File: src/rtl/cpu_pkg.sv
// Shared CPU address types, common to the PC, instruction memory and control unit.
package cpu_pkg;

  localparam int unsigned ADDR_W = 8;

  typedef logic [ADDR_W-1:0] addr_t;

endpackage

File: src/rtl/program_counter_8b_if.sv
// Control-side bus of the program counter: load/enable strobes, load value and PC output.
interface program_counter_8b_if
  import cpu_pkg::*;
#(
  parameter int unsigned WIDTH = ADDR_W
);

  logic             ld;
  logic             pc_enable;
  logic [WIDTH-1:0] inp;
  logic [WIDTH-1:0] out;

  // Control unit side: drives the strobes and load value, observes the PC.
  modport master (
    output ld,
    output pc_enable,
    output inp,
    input  out
  );

  // Program counter side.
  modport slave (
    input  ld,
    input  pc_enable,
    input  inp,
    output out
  );

endinterface

File: src/rtl/pc_next_mux.sv
// Next-PC selection: load beats increment beats hold.
module pc_next_mux
  import cpu_pkg::*;
#(
  parameter int unsigned WIDTH = ADDR_W
) (
  input  logic [WIDTH-1:0] pc_q,
  input  logic             ld,
  input  logic             pc_enable,
  input  logic [WIDTH-1:0] inp,
  output logic [WIDTH-1:0] pc_next_c
);

  // Loaded value is taken as-is; no increment is applied on the load edge.
  always_comb begin
    pc_next_c = pc_q;
    if (ld) begin
      pc_next_c = inp;
    end else if (pc_enable) begin
      pc_next_c = pc_q + WIDTH'(1);
    end
  end

endmodule

File: src/rtl/program_counter_8b.sv
// Program counter: async active-low reset register fed by pc_next_mux; out is the register.
module program_counter_8b
  import cpu_pkg::*;
#(
  parameter int unsigned      WIDTH       = ADDR_W,
  parameter logic [WIDTH-1:0] RESET_VALUE = '0
) (
  input  logic                  clk,
  input  logic                  reset,
  program_counter_8b_if.slave   bus
);

  logic [WIDTH-1:0] pc_q;
  logic [WIDTH-1:0] pc_d;

  pc_next_mux #(
    .WIDTH (WIDTH)
  ) u_pc_next_mux (
    .pc_q      (pc_q),
    .ld        (bus.ld),
    .pc_enable (bus.pc_enable),
    .inp       (bus.inp),
    .pc_next_c (pc_d)
  );

  // PC register; reset takes effect immediately and discards any pending update.
  always_ff @(posedge clk or negedge reset) begin
    if (!reset) begin
      pc_q <= RESET_VALUE;
    end else begin
      pc_q <= pc_d;
    end
  end

  assign bus.out = pc_q;

endmodule

File: src/flat_wrapper.sv
// flat-port wrapper written by rule: the top's interface ports become plain ports
module program_counter_8b_flat import cpu_pkg::*;
#(
  parameter int unsigned      WIDTH       = ADDR_W,
  parameter logic [WIDTH-1:0] RESET_VALUE = '0
)
  (clk, reset, bus_ld, bus_pc_enable, bus_inp, bus_out);
  program_counter_8b_if #(.WIDTH(WIDTH)) bus_i ();
  input  logic clk;
  input  logic reset;
  input wire logic [$bits(bus_i.ld)-1:0] bus_ld;
  input wire logic [$bits(bus_i.pc_enable)-1:0] bus_pc_enable;
  input wire logic [$bits(bus_i.inp)-1:0] bus_inp;
  output wire logic [$bits(bus_i.out)-1:0] bus_out;
  assign bus_i.ld = bus_ld;
  assign bus_i.pc_enable = bus_pc_enable;
  assign bus_i.inp = bus_inp;
  assign bus_out = bus_i.out;
  program_counter_8b #(.WIDTH(WIDTH), .RESET_VALUE(RESET_VALUE)) u_core (.clk(clk), .reset(reset), .bus(bus_i));
endmodule
File: config.mk
export PLATFORM = sky130hd
export DESIGN_NAME = program_counter_8b_flat
export DESIGN_NICKNAME = d
export VERILOG_FILES = /design/src/rtl/cpu_pkg.sv /design/src/rtl/program_counter_8b_if.sv /design/src/rtl/pc_next_mux.sv /design/src/rtl/program_counter_8b.sv /design/src/flat_wrapper.sv
export SDC_FILE = /design/constraint.sdc
export NUM_CORES = 1
export LEC_CHECK = 0
export ABC_AREA = 1
export CAP_MARGIN = 20
export CORE_AREA = 2 2 39 41
export CTS_CLUSTER_SIZE = 40
export DETAILED_ROUTE_END_ITERATION = 12
export DIE_AREA = 0 0 41 43
export HOLD_SLACK_MARGIN = 0.15
export PLACE_DENSITY = 0.71
export REMOVE_ABC_BUFFERS = 1
export SLEW_MARGIN = 5
export SYNTH_ARGS = -nofsm -noshare
export SYNTH_HDL_FRONTEND = slang
export SYNTH_SLANG_ARGS = --single-unit
File: constraint.sdc
create_clock -name clk -period 1.2 [get_ports clk]
set_clock_uncertainty 0.05 [all_clocks]
set_input_delay 0.18 -clock clk [delete_from_list [all_inputs] [get_ports clk]]
set_output_delay 0.18 -clock clk [all_outputs]
set_load 0.01 [all_outputs]
# Yosys cells after proc, flatten, opt, wreduce, memory -nomap -nowiden

Index checks and enable logic that the tools add are counted.

Bits in registers: 8
Bits of input ports: 12
Output and inout bits: 8
Word-level logic and storage cells: 5

Add/subtract/negate cells: 1
Mux-type cells: 2
Reductions and logical operators: 1

Operators by type and width:

| operator                                                       | number |
|---|---|
| 8-bit two-way mux                                              | 2 |
| 8-bit by 1-bit adder with 8-bit output (second input constant) | 1 |
| 2-bit nonzero test                                             | 1 |

# Depth between registers and ports, before layout

Depth after elaboration: 3
Mapped depth: 6
Mapped depth without buffers: 6

# Cells and area by module

Synthesis repeated with hierarchy kept, for this count alone.

Cell total of the unflattened synthesis: 66
Area, all modules: 469.2 um2

Modules (own cells, without submodules):

| module             | instances | cells each | area each (um2) | sequential area each (um2) |
|---|---|---|---|---|
| pc_next_mux        | 1         | 58         | 269.0           | 0.0 |
| program_counter_8b | 1         | 8          | 200.2           | 200.2 |

# Worst setup path after synthesis

Ideal clock, no wire load.

Kind: reg2reg
From: register u_core.pc_q[0] (netlist: u_core.bus.out[0])
To: register u_core.pc_q[4] (netlist: u_core.bus.out[4])
Library setup time: 121 ps
Data arrival time: 970 ps
Required time: 1029 ps
Slack: 59 ps
Stages on the path, launching flop included: 6
Path buffers: 0
Clock period less this slack: 1141 ps
Cells stage by stage: dfrtp_1 -> ha_1 -> nand3_1 -> xnor2_1 -> nand2_1 -> nand2_1

Cells in the longest elaborated chain, start to end: 3

RTL lines:

| what                                   | line                     | RTL |
|---|---|---|
| start: declaration                     | program_counter_8b.sv:13 | `logic [WIDTH-1:0] pc_q;` |
| start signal: assignment               | program_counter_8b.sv:31 | `pc_q <= pc_d;` |
| 8-bit by 1-bit adder with 8-bit output | pc_next_mux.sv:20        | `pc_next_c = pc_q + WIDTH'(1);` |
| 8-bit two-way mux                      | pc_next_mux.sv:19        | `end else if (pc_enable) begin` |
| 8-bit two-way mux                      | pc_next_mux.sv:17        | `if (ld) begin` |

Every way passes these cells. The select of a mux whose other input is x is not followed.
A chain may end at the register's enable or synchronous reset.

# Worst setup path in the final report

From: register u_core.pc_q[0] (netlist: u_core.bus.out[0])
To: output bus_out[0]

RTL lines:

| what             | line               | RTL |
|---|---|---|
| end: declaration | flat_wrapper.sv:14 | `output wire logic [$bits(bus_i.out)-1:0] bus_out;` |

No word-level cell between the ends.

==> impl_summary.txt <==
----------------------------------------------------
[Status]
  Run status ... finished clean

[Critical path]
  Slack of the worst reg-to-reg path ... 0.06 ns
  End of the worst register-to-register path ... u_core.bus.out[2]$_DFFE_PN0P_
  Critical Path, Cell by Cell ... dlygate4sd2_1
  Maximum fanout along the worst path ... 3
  Worst EP required ... 0.97 ns
  Worst r2r path cells ... 5
  Startpoint type of the worst setup path ... flop
  R2r startpoint ... u_core.bus.out[0]$_DFFE_PN0P_
  Slowest cell on the critical path ... sky130_fd_sc_hd__dfrtp_1
  Arrival time reported for the critical path endpoint ... 0.94 ns
  Kind of cell with the highest combined delay on the critical path ... flip-flops
  Max stage delay on crit path ... 0.40 ns
  Class of the most critical setup path ... reg2out
  Kind of end point of the critical path ... primary output
  Buf/Inv on CP ... 1

[Pwr]
  Clock share of power ... 25.6%
  Largest voltage drop on the vdd net ... 0.581 mV
  Comb pwr share ... 35.6%
  P_sw ... 263 uW
  Pwr/cell area ... 1030 nW/um2
  Share of power burned in registers ... 38.8%
  Internal power of the cells ... 568 uW
  LEAKAGE ... 0.000386 uW
  Net switching fraction of the power ... 31.6%

[Synth]
  Most common cell in the synthesized netlist ... sky130_fd_sc_hd__nand2_1
  Gate count after technology mapping ... 62
  Number of synthesized flops with an enable pin ... 0
  Main flop type after synthesis ... sky130_fd_sc_hd__dfrtp_1
  Synth area leaders ... sky130_fd_sc_hd__dfrtp_1, sky130_fd_sc_hd__nand2_1, sky130_fd_sc_hd__nand3_1, sky130_fd_sc_hd__a22oi_1, sky130_fd_sc_hd__nor2_8
  Area of the mapped netlist ... 499 um2
  Portion of the post-synthesis area used by sequential elements ... 40.1%
  Flop and latch count out of synthesis ... 8
  Post-synthesis cell type count ... 15
  Post-synth top area share ... 40.1%
  Async S/R FF share, synth ... 100%
  Commonest cells in the synthesized netlist ... sky130_fd_sc_hd__nand2_1, sky130_fd_sc_hd__nand3_1, sky130_fd_sc_hd__dfrtp_1, sky130_fd_sc_hd__a22oi_1, sky130_fd_sc_hd__inv_1
  Syn. warnings ... 0
  Avg Cell Area, Syn ... 8.05 um2
  Post-synthesis cell type with the largest combined area ... sky130_fd_sc_hd__dfrtp_1

[Clocking]
  Clock tree from TritonCTS ... built
  Clk_lat worst skew ... 0.26 ns
  Number of H-tree levels ... 1
  Sinks on Clock Net ... 8
  Number of buffers between clock root and the deepest sink ... 2
  Hold bufs inserted after CTS ... 0
  Root Driver ... sky130_fd_sc_hd__clkbuf_4
  Clk pin slew, worst setup/hold paths ... 0.06 ns
  Number of buffers inserted during clock tree synthesis ... 3

[Hold path]
  Type of the most critical hold path ... in2async

[STA]
  Relative slew margins ... 73.9%
  Fin crit share ... 97.7%
  Number of endpoints with negative hold slack in the final report ... 0
  Clock period minus worst slack ... 1.17 ns
  Maximum frequency from static timing analysis ... 853 MHz
  Final-report setup violation count ... 0
  Final count of pins violating max slew ... 0
  Hold Slack ... 0.160 ns
  Setup repair after global routing missed its margin ... false
  Worst setup margin ... 0.0277 ns
  Slew at the pin closest to its max-slew limit ... 0.390 ns

[Cells and area]
  Flip-flop count of the largest register, all copies and words added ... 8
  Post-layout utilization of the core ... 58.5%
  Share of post-route cells with drive strength above 1 ... 24.7%
  Non-filler cells in the finished layout ... 109
  Number of antenna diodes ... 0
  Final net count ... 108
  Area used by sequential logic in the layout ... 201 um2
  Total area of multi-input combinational cells ... 299 um2
  Synth-to-layout area growth ... 62.2%
  Number of filler cells placed in the layout ... 122
  Total non-filler cell area in the finished layout ... 810 um2

[Floorplanning]
  Die width ... 41 um
  Die area ... 1760 um2
  I/O pin total ... 20
  DIE HEIGHT ... 43 um
  Floorplan Core Area ... 1380 um2
  Initial standard-cell utilization of the core ... 36.1%
  Number of rows created at floorplan ... 14

[Detailed routing]
  Drt via density ... 5.17
  Post-Route WL ... 1340 um
  Per-cell routed wire length ... 12.3 um
  Antenna-violating nets left ... 0
  Routed vias ... 564
  DRC Markers ... 0
  Length of the first detailed-routing pass in iterations ... 4
  Iteration-0 DRC Markers ... 12

[Global route]
  Residual overflow from global routing ... 0
  Largest net degree at the start of global routing ... 9
  Number of global-route vias before repair ... 533
  Overall global routing resource usage ... 19.0%
  Number of antenna violations at the first check in global routing ... 0
  First-pass GRT wire length ... 2240 um

[Placed design]
  Worst setup timing slack at the placement stage ... -0.135 ns
  Final Wtd Congestion ... 0.835
  Placed wire-length estimate ... 1020 um
  Port bufs ... 19
  Placed inst area ... 769 um2
  Cell total after placement ... 105

[Run]
  Reported max-cap violation count ... 0

----------------------------------------------------
## repair_timing
item,CTS,global route
resized for setup,9,6
pin swaps,0,1
cloned,0,0
endpoints found under the setup margin,8,4
setup buffers,0,1
## metrics by stage
| stage | power [uW] | setup TNS (ns) |
|---|---|---|
| detailed placement | 624 | -1.01 |
| finish | 831 | 0 |
| CTS | 818 | 0 |
| global route | 892 | 0 |
| floorplan | 446 | 0 |
| global placement | 621 | -0.797 |
## worst max path at each step
stage,start,to,slack [ns],cells past startpoint
after floorplan,u_core.bus.out[0]$_DFFE_PN0P_,u_core.bus.out[4]$_DFFE_PN0P_,0.06,5
after global placement,bus_ld,u_core.bus.out[5]$_DFFE_PN0P_,-0.11,4
after detailed placement,bus_ld,u_core.bus.out[7]$_DFFE_PN0P_,-0.14,5
after CTS,u_core.bus.out[0]$_DFFE_PN0P_,bus_out[0],0.02,1
after global routing,u_core.bus.out[2]$_DFFE_PN0P_,u_core.bus.out[7]$_DFFE_PN0P_,0.006,6
final,u_core.bus.out[0]$_DFFE_PN0P_,bus_out[0],0.03,1
## logic make-up (layout without fill, tap and decap cells)
family                     Yosys count  in the layout  synth area share, %
AOI/OAI and AO/OA                    8              8                 12.0
xor gates and xnor gates             2              2                 3.51
adders and majority gates            1              1                 2.51
buffers and inverters                5             36                 4.51
DFF                                  8              8                 40.1
and+or+nand+nor                     38             38                 37.3
## cell usage in the layout, fill, tap and decap left out, drive strengths merged
cell,n
a22oi,6
buf,10
clkbuf,4
clkdlybuf4s50,11
dfrtp,8
dlygate4sd2,7
ha,1
inv,4
nand2,23
nand3,10
nor2,5
o21bai,2
xnor2,1
xor2,1
## cell type report
| type | count | area share (%) |
|---|---|---|
| multi-input cells | 49 | 36.9 |
| repair buffers | 29 | 31.1 |
| flip-flops and latches | 8 | 24.9 |
| clock buffers | 3 | 2.78 |
| well taps | 16 | 2.47 |
| inverters | 4 | 1.85 |
## per-layer routing
metal | GRT usage [%] | share of wire [%] | vias to the layer above
met5 | 0 | 0 | -
met4 | 8.00 | 1.9 | 0
met3 | 4.71 | 5.9 | 4
met2 | 30.9 | 53 | 25
met1 | 22.3 | 39 | 263
li1 | - | - | 272
## power by group through the flow
stage	clock network, uW	registers [uW]	logic, uW
6_report	213	322	296
5_1_grt	237	327	328
4_1_cts	218	319	280
3_5_place_dp	0	325	299
3_3_place_gp	0	324	297
2_1_floorplan	0	357	88.8
Note: power is estimated with default switching activity, not from simulation.
